--- config.mk ---
export PLATFORM = sky130hd
export DESIGN_NAME = pipemem_stage
export DESIGN_NICKNAME = d
export VERILOG_FILES = /design/src/rtl/pipe_pkg.sv /design/src/rtl/pipemwreg.sv /design/src/rtl/pipemem_stage.sv
export SDC_FILE = /design/constraint.sdc
export NUM_CORES = 1
export LEC_CHECK = 0
export CORE_UTILIZATION = 40
export CTS_CLUSTER_SIZE = 25
export DETAILED_ROUTE_END_ITERATION = 6
export HOLD_SLACK_MARGIN = 0.15
export PLACE_DENSITY = 0.87
export SYNTH_ARGS = -nofsm -noshare
export SYNTH_HDL_FRONTEND = slang
export SYNTH_HIERARCHICAL = 1
export SYNTH_SLANG_ARGS = --single-unit
--- constraint.sdc ---
create_clock -name clock -period 5.2 [get_ports clock]
set_clock_uncertainty 0.05 [all_clocks]
set_input_delay 0.78 -clock clock [delete_from_list [all_inputs] [get_ports clock]]
set_output_delay 0.78 -clock clock [all_outputs]
set_load 0.02 [all_outputs]
--- src/rtl/pipe_pkg.sv ---
// Shared widths and FSM encoding for the MEM stage and its MEM/WB register.
package pipe_pkg;
  localparam int DATA_W = 32;
  localparam int RN_W   = 5;
  localparam int CNT_W  = 8;

  typedef enum logic {
    ST_IDLE = 1'b0,
    ST_WAIT = 1'b1
  } state_t;
endpackage

--- src/rtl/pipemwreg.sv ---
// MEM/WB pipeline register: loads when the pipeline advances, or takes a bubble
// (write controls cleared, data fields held) when stalled or aborted.
module pipemwreg
  import pipe_pkg::*;
(
  input  logic              clock,
  input  logic              reset,
  input  logic              i_load,
  input  logic              i_bubble,
  input  logic              i_load_mo,
  input  logic              i_wreg,
  input  logic              i_m2reg,
  input  logic [DATA_W-1:0] i_mo,
  input  logic [DATA_W-1:0] i_alu,
  input  logic [RN_W-1:0]   i_rn,
  output logic              o_wreg,
  output logic              o_m2reg,
  output logic [DATA_W-1:0] o_mo,
  output logic [DATA_W-1:0] o_alu,
  output logic [RN_W-1:0]   o_rn
);
  logic              r_wreg;
  logic              r_m2reg;
  logic [DATA_W-1:0] r_mo;
  logic [DATA_W-1:0] r_alu;
  logic [RN_W-1:0]   r_rn;

  always_ff @(posedge clock or posedge reset) begin
    if (reset) begin
      r_wreg  <= 1'b0;
      r_m2reg <= 1'b0;
      r_mo    <= '0;
      r_alu   <= '0;
      r_rn    <= '0;
    end else if (i_bubble) begin
      r_wreg  <= 1'b0;
      r_m2reg <= 1'b0;
    end else if (i_load) begin
      r_wreg  <= i_wreg;
      r_m2reg <= i_m2reg;
      r_alu   <= i_alu;
      r_rn    <= i_rn;
      if (i_load_mo) r_mo <= i_mo;
    end
  end

  assign o_wreg  = r_wreg;
  assign o_m2reg = r_m2reg;
  assign o_mo    = r_mo;
  assign o_alu   = r_alu;
  assign o_rn    = r_rn;
endmodule

--- src/rtl/pipemem_stage.sv ---
// MEM stage: drives the data-memory request/ack bus, stalls upstream while the
// memory is slow, aborts hung accesses via a watchdog, and owns MEM/WB.
module pipemem_stage
  import pipe_pkg::*;
#(
  parameter int unsigned TIMEOUT = 15
) (
  input  logic              clock,
  input  logic              reset,
  input  logic              mwreg,
  input  logic              mm2reg,
  input  logic              mwmem,
  input  logic [DATA_W-1:0] malu,
  input  logic [DATA_W-1:0] mb,
  input  logic [RN_W-1:0]   mrn,
  output logic              dreq,
  output logic              dwe,
  output logic [DATA_W-1:0] daddr,
  output logic [DATA_W-1:0] dwdata,
  input  logic [DATA_W-1:0] drdata,
  input  logic              dack,
  output logic              mstall,
  output logic              wwreg,
  output logic              wm2reg,
  output logic [DATA_W-1:0] wmo,
  output logic [DATA_W-1:0] walu,
  output logic [RN_W-1:0]   wrn,
  output logic              derr
);
  localparam logic [CNT_W-1:0] TO_LAST = (TIMEOUT == 0) ? '0 : CNT_W'(TIMEOUT - 1);
  localparam logic [CNT_W-1:0] CNT_MAX = '1;

  state_t           r_state;
  logic [CNT_W-1:0] r_count;
  logic             r_derr;

  logic w_memop;
  logic w_dreq;
  logic w_abort;
  logic w_complete;
  logic w_mstall;
  logic w_bubble;

  assign w_memop    = mwmem | mm2reg;
  // Gated by reset so the request drops the instant reset asserts, not at the next edge.
  assign w_dreq     = ~reset & (((r_state == ST_IDLE) & w_memop) | (r_state == ST_WAIT));
  assign w_abort    = (r_state == ST_WAIT) && (TIMEOUT != 0) && (r_count == TO_LAST) && !dack;
  assign w_complete = w_dreq & dack;
  assign w_mstall   = w_dreq & ~dack & ~w_abort;
  assign w_bubble   = w_mstall | w_abort;

  always_ff @(posedge clock or posedge reset) begin
    if (reset) begin
      r_state <= ST_IDLE;
      r_count <= '0;
      r_derr  <= 1'b0;
    end else begin
      case (r_state)
        ST_IDLE: begin
          if (w_memop && !dack) begin
            r_state <= ST_WAIT;
            r_count <= '0;
          end
        end
        ST_WAIT: begin
          if (dack) begin
            r_state <= ST_IDLE;
          end else if (w_abort) begin
            r_state <= ST_IDLE;
            r_derr  <= 1'b1;
          end else if (r_count != CNT_MAX) begin
            r_count <= r_count + 1'b1;
          end
        end
        default: r_state <= ST_IDLE;
      endcase
    end
  end

  pipemwreg u_mwreg (
    .clock     (clock),
    .reset     (reset),
    .i_load    (~w_bubble),
    .i_bubble  (w_bubble),
    .i_load_mo (w_complete & mm2reg),
    .i_wreg    (mwreg),
    .i_m2reg   (mm2reg),
    .i_mo      (drdata),
    .i_alu     (malu),
    .i_rn      (mrn),
    .o_wreg    (wwreg),
    .o_m2reg   (wm2reg),
    .o_mo      (wmo),
    .o_alu     (walu),
    .o_rn      (wrn)
  );

  assign dreq   = w_dreq;
  assign dwe    = mwmem & w_dreq;
  assign daddr  = malu;
  assign dwdata = mb;
  assign mstall = w_mstall;
  assign derr   = r_derr;
endmodule

==> results of run 1 <==
[power breakdown]
part	internal [mW]	leakage [nW]	switching, mW
sequential	0.730	0.973	0.0547
clock	0.226	0.102	0.238
combinational	0.342	1.32	0.273
[synth_stat cells, drive strengths merged]
library cell | number | area [um^2]
a211o | 1 | 8.76
a211oi | 1 | 20.0
a21oi | 4 | 20.0
a22o | 3 | 28.8
a41o | 1 | 10.0
and2 | 1 | 6.26
and2b | 1 | 7.51
and3 | 1 | 6.26
and4b | 1 | 11.3
and4bb | 1 | 16.3
buf | 72 | 546
dfrtp | 81 | 2030
ha | 2 | 25.0
inv | 4 | 15.0
mux2 | 70 | 905
mux2i | 2 | 20.0
nand2 | 6 | 30.0
nand2b | 2 | 12.5
nand3 | 5 | 25.0
nand3b | 2 | 18.8
nand4 | 1 | 6.26
nor2 | 6 | 22.5
nor2b | 3 | 18.8
nor3 | 2 | 10.0
nor4bb | 1 | 25.0
o21ai | 2 | 10.0
o21bai | 1 | 7.51
o2bb2ai | 2 | 17.5
o31ai | 1 | 7.51
or3 | 1 | 11.3
or3b | 1 | 8.76
or4 | 1 | 7.51
[final cells by class]
cell class                      instances  area (um^2)
Sequential cell                        81         2030
Clock buffer                            9          124
Clock inverter                          7         76.3
Fill cell                             792         3820
Multi-Input combinational cell        126         1330
Tap cell                              129          161
Inverter                                4         15.0
Timing Repair Buffer                  183         1830
[kinds of logic after synthesis]
family,after synthesis,synth area share
DFF,81,0.518
buffers and inverters,76,0.143
muxes,72,0.236
and+or+nand+nor,36,0.0624
AOI/OAI and AO/OA,16,0.0333
adders and majority gates,2,0.00640
[per-stage QoR]
step                 util  cells  total power [mW]  setup slack [ns]
floorplan               -    283              1.15              2.57
global placement    0.571    523              1.40              1.58
detailed placement  0.571    523              1.42              1.41
CTS                 0.593    539              1.89              1.78
global route        0.593    539              1.95              1.57
finish              0.593    539              1.86              1.76
[final timing paths]
| check | startpoint | end | slack (ns) | depth (start not counted) |
|---|---|---|---|---|
| min | derr | derr | 0.45 | 1 |
| max in group asynchronous | reset | u_mwreg/o_alu[15] | 3.21 | 3 |
| min in group asynchronous | reset | derr | 0.80 | 2 |
| max | mm2reg | u_mwreg/o_rn[3] | 1.76 | 7 |
| max reg2reg | r_state | u_mwreg/o_rn[3] | 2.04 | 6 |
| min reg2reg | derr | derr | 0.45 | 1 |
[registers in the layout, indices dropped and copies added, names as in the netlist]
register         flops
r_state              1
r_count              8
u_mwreg/o_alu       32
u_mwreg/o_mo        32
u_mwreg/o_rn         5
u_mwreg/o_m2reg      1
u_mwreg/o_wreg       1
derr                 1
[metal layers]
metal / vias to the layer above / track usage / share of wire
met4: 0 / 0.0602 / 0.016
li1: 1160 / - / -
met1: 1262 / 0.186 / 0.37
met5: - / 0 / 0
met3: 19 / 0.0506 / 0.073
met2: 106 / 0.315 / 0.54
==> summary.txt, run 1 <==
Seq cells post-synth: 81
DP Area: 5360 um^2
Synth warn: 6
Leak: 2.39 nW
# IOs: 246
Net Count, Synth: 392
Antenna viol nets, final: 0
Die ar.: 10200 um^2
Critical path class: input port to flip-flop
Outcome: finished, final reports clean
Cts repair resizes: 0
Largest net degree at the start of global routing: 41
Worst path arrival time: 3.62 ns
Initial DRT Pass Iterations: 4
Via Count: 2547
# DRC: 0
Power Density: 335 nW/um^2
Fmax: 291 MHz
CTS tree: yes
Commonest non-fill, non-tap cells in the layout: clkdlybuf4s50_1, dfrtp_1, mux2_2
Core area: 9370 um^2
Crit path max-delay cell type: and2b_2
Vias in the first global route: 2618
Slew Limit Fails: 0
Die W: 101 um
Post-synth cell types: 39
Number of port buffers: 181
CP Launch Type: input port
Cell family with most CP delay: simple AND/OR/NAND/NOR gates
Seq/Total Area, Yosys: 0.518
Cell Chain, Critical Path: clkdlybuf4s50_1, nor3_1, o21ai_0, nor2b_1, and2b_2, buf_4, mux2_4
Mapped Area: 3910 um^2
Ant diodes: 0
Crit-path max cell delay: 0.85 ns
H-Tree Depth: 3
CP Data Required Time: 5.38 ns
Total congestion overflow: 0
Clk Latency, worst-skew pair: 0.33 ns
Final GP Congestion: 0.832
RSZ-0062 raised after global routing: no
HPWL after DPL: 6680 um
Setup TNS: 0 ns
CTS clk-pin slew, worst paths: 0.08 ns
Slew of the pin with the lowest slew margin: 0.947 ns
Worst Setup End Kind: flip-flop
Max cap viols: 0
DR iter-0 viols: 36
Final setup fails: 0
First-pass GRT wire length: 13200 um
Hold Path Class: flip-flop to flip-flop
DR WL/cell: 16.2 um
WP buf/inv: 2
Site Rows: 35
DR vias/cell: 4.73
Min Clock Period, post-route: 3.44 ns
Synthesized instance count: 283
Layout cells sized above 1: 0.239
Fin. Hold Viols: 0
Most common cell after layout, fill and taps aside: clkdlybuf4s50_1
CTS Buf Count: 9
Fin area: 5560 um^2
Syn_area_per_cell: 13.8 um^2
Die height: 101 um
Postcts setup bufs: 0
Layout area overhead: 42.0%
CTS sink cnt: 81
Peak supply drop: 0.140 mV
Bufs on Longest Clock Path: 2
Routed WL: 8760 um
Initial cell density of the core: 0.417
CTS Hold Bufs: 0
Final hold slack: 0.452 ns
# nets final: 514
Worst-path fanout max: 30
Fin crit share: 0.661
Slew headroom: 0.369
Antenna violations before repair: 0
Root buffer cell: clkbuf_8
GRT Total Usage: 0.171
(Power assumes the default switching activity.)
==> run 2, diff against run 1 <==
- CORE_UTILIZATION: 40 -> 33
- PLACE_DENSITY: 0.87 -> 0.76
- clock period: 5.2 -> 3 ns (I/O delays scaled with it)
==> summary.txt, run 2 (synthesis gave the netlist of run 1 again) <==
Total congestion overflow: 0 (unchanged)
Power Density: 625 nW/um^2 (+87%)
Worst setup path startpoint: r_count[0]
CP Launch Type: flip-flop
Largest net degree at the start of global routing: 43 (+4.9%)
Postcts setup bufs: 0 (unchanged)
CTS Buf Count: 9 (unchanged)
Most common cell after layout, fill and taps aside: clkdlybuf4s50_1
Root buffer cell: clkbuf_16
Min Clock Period, post-route: 2.75 ns
Reg2Reg Depth: 7 (+1)
CTS Hold Bufs: 0 (unchanged)
Hold Path Class: flip-flop to flip-flop
DR vias/cell: 4.58 (-3.1%)
RR Endpoint: u_mwreg/o_mo[16]
Max cap viols: 0 (unchanged)
Commonest non-fill, non-tap cells in the layout: clkdlybuf4s50_1, dfrtp_1, mux2_2
Fmax: 363 MHz
Post-Layout Cell Count: 557 (+3.3%)
DR WL/cell: 16.0 um (-1.3%)
WP buf/inv: 2 (unchanged)
H-Tree Depth: 3 (unchanged)
Ant diodes: 0 (unchanged)
Slew headroom: 0.647 (+0.278)
DR iter-0 viols: 59 (+64%)
Die ar.: 12300 um^2 (+21%)
Fill cells: 1010 (+28%)
Slew of the pin with the lowest slew margin: 0.529 ns (-0.418 ns)
Worst path arrival time: 2.25 ns (-1.37 ns)
Initial cell density of the core: 0.341 (-0.0763)
Final setup fails: 0 (unchanged)
Core area: 11500 um^2 (+22%)
# DRC: 0 (unchanged)
CTS sink cnt: 81 (unchanged)
First-pass GRT wire length: 14300 um (+7.9%)
Via Count: 2550 (+0.12%)
Die height: 111 um (+9.9%)
Bufs on Longest Clock Path: 2 (unchanged)
Cell Chain, Critical Path: inv_1, ha_1, and4bb_4, a21oi_1, and2_1, clkdlybuf4s50_1
Layout cells sized above 1: 0.244 (+0.00494)
Peak supply drop: 0.365 mV (+160%)
Critical Path End: mstall
Final hold slack: 0.448 ns (-0.00416 ns)
Reg-to-Reg Start: r_count[4]
Setup TNS: 0 ns (unchanged)
Critical path class: flip-flop to output port
Final Core Density: 0.499 (-0.0934)
CP Depth: 6 (-1)
Number of port buffers: 181 (unchanged)
Hold path cells: 1 (unchanged)
Site Rows: 39 (+11%)
CTS tree: yes
DP Area: 5420 um^2 (+1.1%)
Post-Place Cells: 541 (+3.4%)
Slew Limit Fails: 0 (unchanged)
Layout area overhead: 46.4%
Cts repair resizes: 0 (unchanged)
Crit-path max cell delay: 0.60 ns (-0.25 ns)
Clk Latency, worst-skew pair: 0.33 ns (about the same)
Outcome: finished, final reports clean
# nets final: 518 (+0.78%)
Leak: 2.47 nW (+3.1%)
# IOs: 246 (unchanged)
Initial DRT Pass Iterations: 4 (unchanged)
CTS clk-pin slew, worst paths: 0.06 ns (-0.02 ns)
Fin. Hold Viols: 0 (unchanged)
Antenna violations before repair: 0 (unchanged)
Vias in the first global route: 2712 (+3.6%)
CP Data Required Time: 2.50 ns (-2.88 ns)
Fin crit share: 0.918
RSZ-0062 raised after global routing: no
Fin area: 5730 um^2 (+3.1%)
Crit path max-delay cell type: clkdlybuf4s50_1
Routed WL: 8930 um (+2.0%)
Worst Setup End Kind: output port
R2R setup slack: 0.42 ns (-1.62 ns)
HPWL after DPL: 6800 um (+1.9%)
Cell family with most CP delay: buffers and inverters
Worst-path fanout max: 4 (-87%)
GRT Total Usage: 0.149 (-0.0219)
Final GP Congestion: 0.771 (-7.4%)
Die W: 111 um (+9.9%)
Antenna viol nets, final: 0 (unchanged)
[run 2: through the flow]
step / power, mW / setup slack, ns
2_1_floorplan: 1.99 / 0.703
3_3_place_gp: 2.43 / 0.273
3_5_place_dp: 2.46 / 0.208
4_1_cts: 3.64 / 0.226
5_1_grt: 3.75 / 0.134
6_report: 3.58 / 0.245
[run 2: metal layers]
metal	routed length, um	vias to the layer above	track usage
met1	3380	1215	0.163
met4	253	0	0.0818
met3	743	39	0.0487
met5	0	-	0
met2	4560	128	0.255
li1	-	1168	-
[run 2: how the worst min path moves through the flow]
stage / slack [ns] / startpoint / to
final: 0.45 / u_mwreg/o_mo[26] / u_mwreg/o_mo[26]
after global routing: 0.47 / u_mwreg/o_mo[19] / u_mwreg/o_mo[19]
after CTS: 0.45 / u_mwreg/o_mo[26] / u_mwreg/o_mo[26]
after detailed placement: 0.44 / u_mwreg/o_mo[26] / u_mwreg/o_mo[26]
after global placement: 0.43 / u_mwreg/o_mo[26] / u_mwreg/o_mo[26]
after floorplan: 0.25 / reset / derr
[run 2: worst register-to-register path: cells and delay by family (launching register included)]
kind                   cells  cell delay, ns
and+or+nand+nor            4            1.04
AOI/OAI and AO/OA          1            0.13
muxes                      1            0.42
DFF                        1            0.47
buffers and inverters      1            0.36
[run 2: layout make-up]
| cell class | count | area [um^2] | share of cell area |
|---|---|---|---|
| Clock buffer | 10 | 229 | 0.0400 |
| Sequential cell | 81 | 2030 | 0.354 |
| Multi-Input combinational cell | 126 | 1330 | 0.231 |
| Inverter | 4 | 15.0 | 0.00262 |
| Tap cell | 143 | 179 | 0.0312 |
| Clock inverter | 6 | 82.6 | 0.0144 |
| Timing Repair Buffer | 187 | 1870 | 0.326 |
[run 2: report_power, final]
group / internal [mW] / switching, mW / leakage, nW
sequential: 1.27 / 0.0992 / 0.973
clock: 0.724 / 0.427 / 0.152
combinational: 0.596 / 0.467 / 1.34
total: 2.59 / 0.993 / 2.47
==> run 3, diff against run 2 <==
- CORE_MARGIN: unset -> 2
- SETUP_SLACK_MARGIN: unset -> 0.02
==> summary.txt, run 3 (synthesis gave the netlist of run 1 again) <==
Outcome: finished, violations left
Violated checks: design-rule violations
Worst Setup End Kind: output port
Comb power frac: 0.297 (about the same)
P_int: 2.63 mW (+1.5%)
Die W: 113 um (+1.8%)
Worst path arrival time: 2.26 ns (about the same)
CTS tree: yes
Core area: 11500 um^2 (+0.43%)
Fmax: 363 MHz (about the same)
Slew Limit Fails: 0 (unchanged)
Initial cell density of the core: 0.340 (-0.00145)
Total congestion overflow: 0 (unchanged)
# nets final: 518 (unchanged)
Die height: 113 um (+1.8%)
Pwr Total: 3.61 mW (+0.67%)
Fin crit share: 0.919 (about the same)
Fin. Hold Viols: 0 (unchanged)
Final hold slack: 0.440 ns (-0.00778 ns)
Antenna violations before repair: 0 (unchanged)
Number of port buffers: 181 (unchanged)
Most common cell after layout, fill and taps aside: clkdlybuf4s50_1
Critical path class: flip-flop to output port
Layout cells sized above 1: 0.243 (-0.00124)
DR vias/cell: 4.69 (+2.4%)
Largest net degree at the start of global routing: 44 (+2.3%)
CTS clk-pin slew, worst paths: 0.06 ns (about the same)
Worst-path fanout max: 4 (unchanged)
Peak supply drop: 0.313 mV (-14%)
Setup TNS: 0 ns (unchanged)
Hold Path Class: flip-flop to flip-flop
Leak: 2.47 nW (+0.23%)
Fill cells: 1036 (+2.6%)
Final GP Congestion: 0.789 (+2.4%)
P_sw: 0.978 mW (-1.5%)
Clk Latency, worst-skew pair: 0.32 ns (about the same)
Layout area overhead: 46.6%
DR WL/cell: 16.7 um (+4.3%)
Initial DRT Pass Iterations: 7 (+3)
GRT Total Usage: 0.148 (-0.000611)
Area occupied by multi-input gates: 1330 um^2 (unchanged)
CP Data Required Time: 2.50 ns (about the same)
DR iter-0 viols: 122 (+110%)
Postcts setup bufs: 0 (unchanged)
Power Density: 629 nW/um^2 (+0.56%)
Slew headroom: 0.629 (-0.0183)
CTS Buf Count: 9 (unchanged)
# IOs: 246 (unchanged)
# DRC: 19 (+19)
HPWL after DPL: 6960 um (+2.3%)
Ant diodes: 0 (unchanged)
CTS sink cnt: 81 (unchanged)
Seq. cell area: 2030 um^2 (unchanged)
CTS Hold Bufs: 0 (unchanged)
Sw Ratio: 0.271 (-0.00606)
H-Tree Depth: 3 (unchanged)
Min Clock Period, post-route: 2.76 ns (+0.00269 ns)
Vias in the first global route: 2818 (+3.9%)
Final setup fails: 0 (unchanged)
First-pass GRT wire length: 14700 um (+3.0%)
Slew of the pin with the lowest slew margin: 0.557 ns (+0.0275 ns)
Root buffer cell: clkbuf_16
Routed WL: 9280 um (+3.9%)
Antenna viol nets, final: 0 (unchanged)
Via Count: 2602 (+2.0%)
Cts repair resizes: 0 (unchanged)
Flop pwr share: 0.380 (-0.002)
Site Rows: 39 (unchanged)
Max cap viols: 0 (unchanged)
CP Launch Type: flip-flop
Commonest non-fill, non-tap cells in the layout: clkdlybuf4s50_1, dfrtp_1, mux2_2
Bufs on Longest Clock Path: 2 (unchanged)
Clock Power Share: 0.323 (+0.002)
RSZ-0062 raised after global routing: no
Die ar.: 12700 um^2 (+3.6%)
## run 3: final timing paths
kind	start	end	slack (ns)	cells after the start
setup / recovery	r_count[0]	mstall	0.24	6
hold / removal	derr	derr	0.44	1
setup reg to reg	r_count[4]	u_mwreg/o_mo[4]	0.48	7
hold reg to reg	derr	derr	0.44	1
max in group asynchronous	reset	u_mwreg/o_alu[15]	1.86	3
min in group asynchronous	reset	derr	0.51	3
## run 3: power groups by stage
stage / Combinational (mW) / Clock, mW / Sequential (mW)
6_report: 1.07 / 1.16 / 1.37
5_1_grt: 1.13 / 1.26 / 1.39
4_1_cts: 1.09 / 1.21 / 1.37
3_5_place_dp: 1.08 / 0 / 1.39
3_3_place_gp: 1.06 / 0 / 1.38
2_1_floorplan: 0.402 / 0 / 1.58
## run 3: worst max-delay path, stage by stage, from the launching register on
cell	delay (ns)
dfrtp_1	0.40
inv_1	0.09
ha_1	0.20
and4bb_4	0.21
a21oi_1	0.25
and2_1	0.17
clkdlybuf4s50_1	0.60
## run 3: per-stage QoR
step                      utilization  cells  setup WS (ns)  cell area, um^2
after floorplan                     -    283          0.703             3910
after global placement          0.470    541          0.307             5420
after detailed placement        0.470    541          0.270             5420
after CTS                       0.498    555          0.213             5730
after global routing            0.498    555          0.112             5730
final                           0.498    555          0.242             5730
## run 3: final cells by class
class | instances | share of cell area
Inverter | 4 | 0.00262
Clock buffer | 11 | 0.0441
Tap cell | 143 | 0.0312
Sequential cell | 81 | 0.354
Multi-Input combinational cell | 126 | 0.231
Timing Repair Buffer | 187 | 0.326
Clock inverter | 3 | 0.0113
## run 3: layer usage
metal  vias to the layer above  GRT usage  part of all wire
li1                       1165          -                 -
met3                        25     0.0445             0.083
met1                      1274      0.169              0.38
met5                         -          0                 0
met2                       138      0.258              0.52
met4                         0     0.0659             0.018
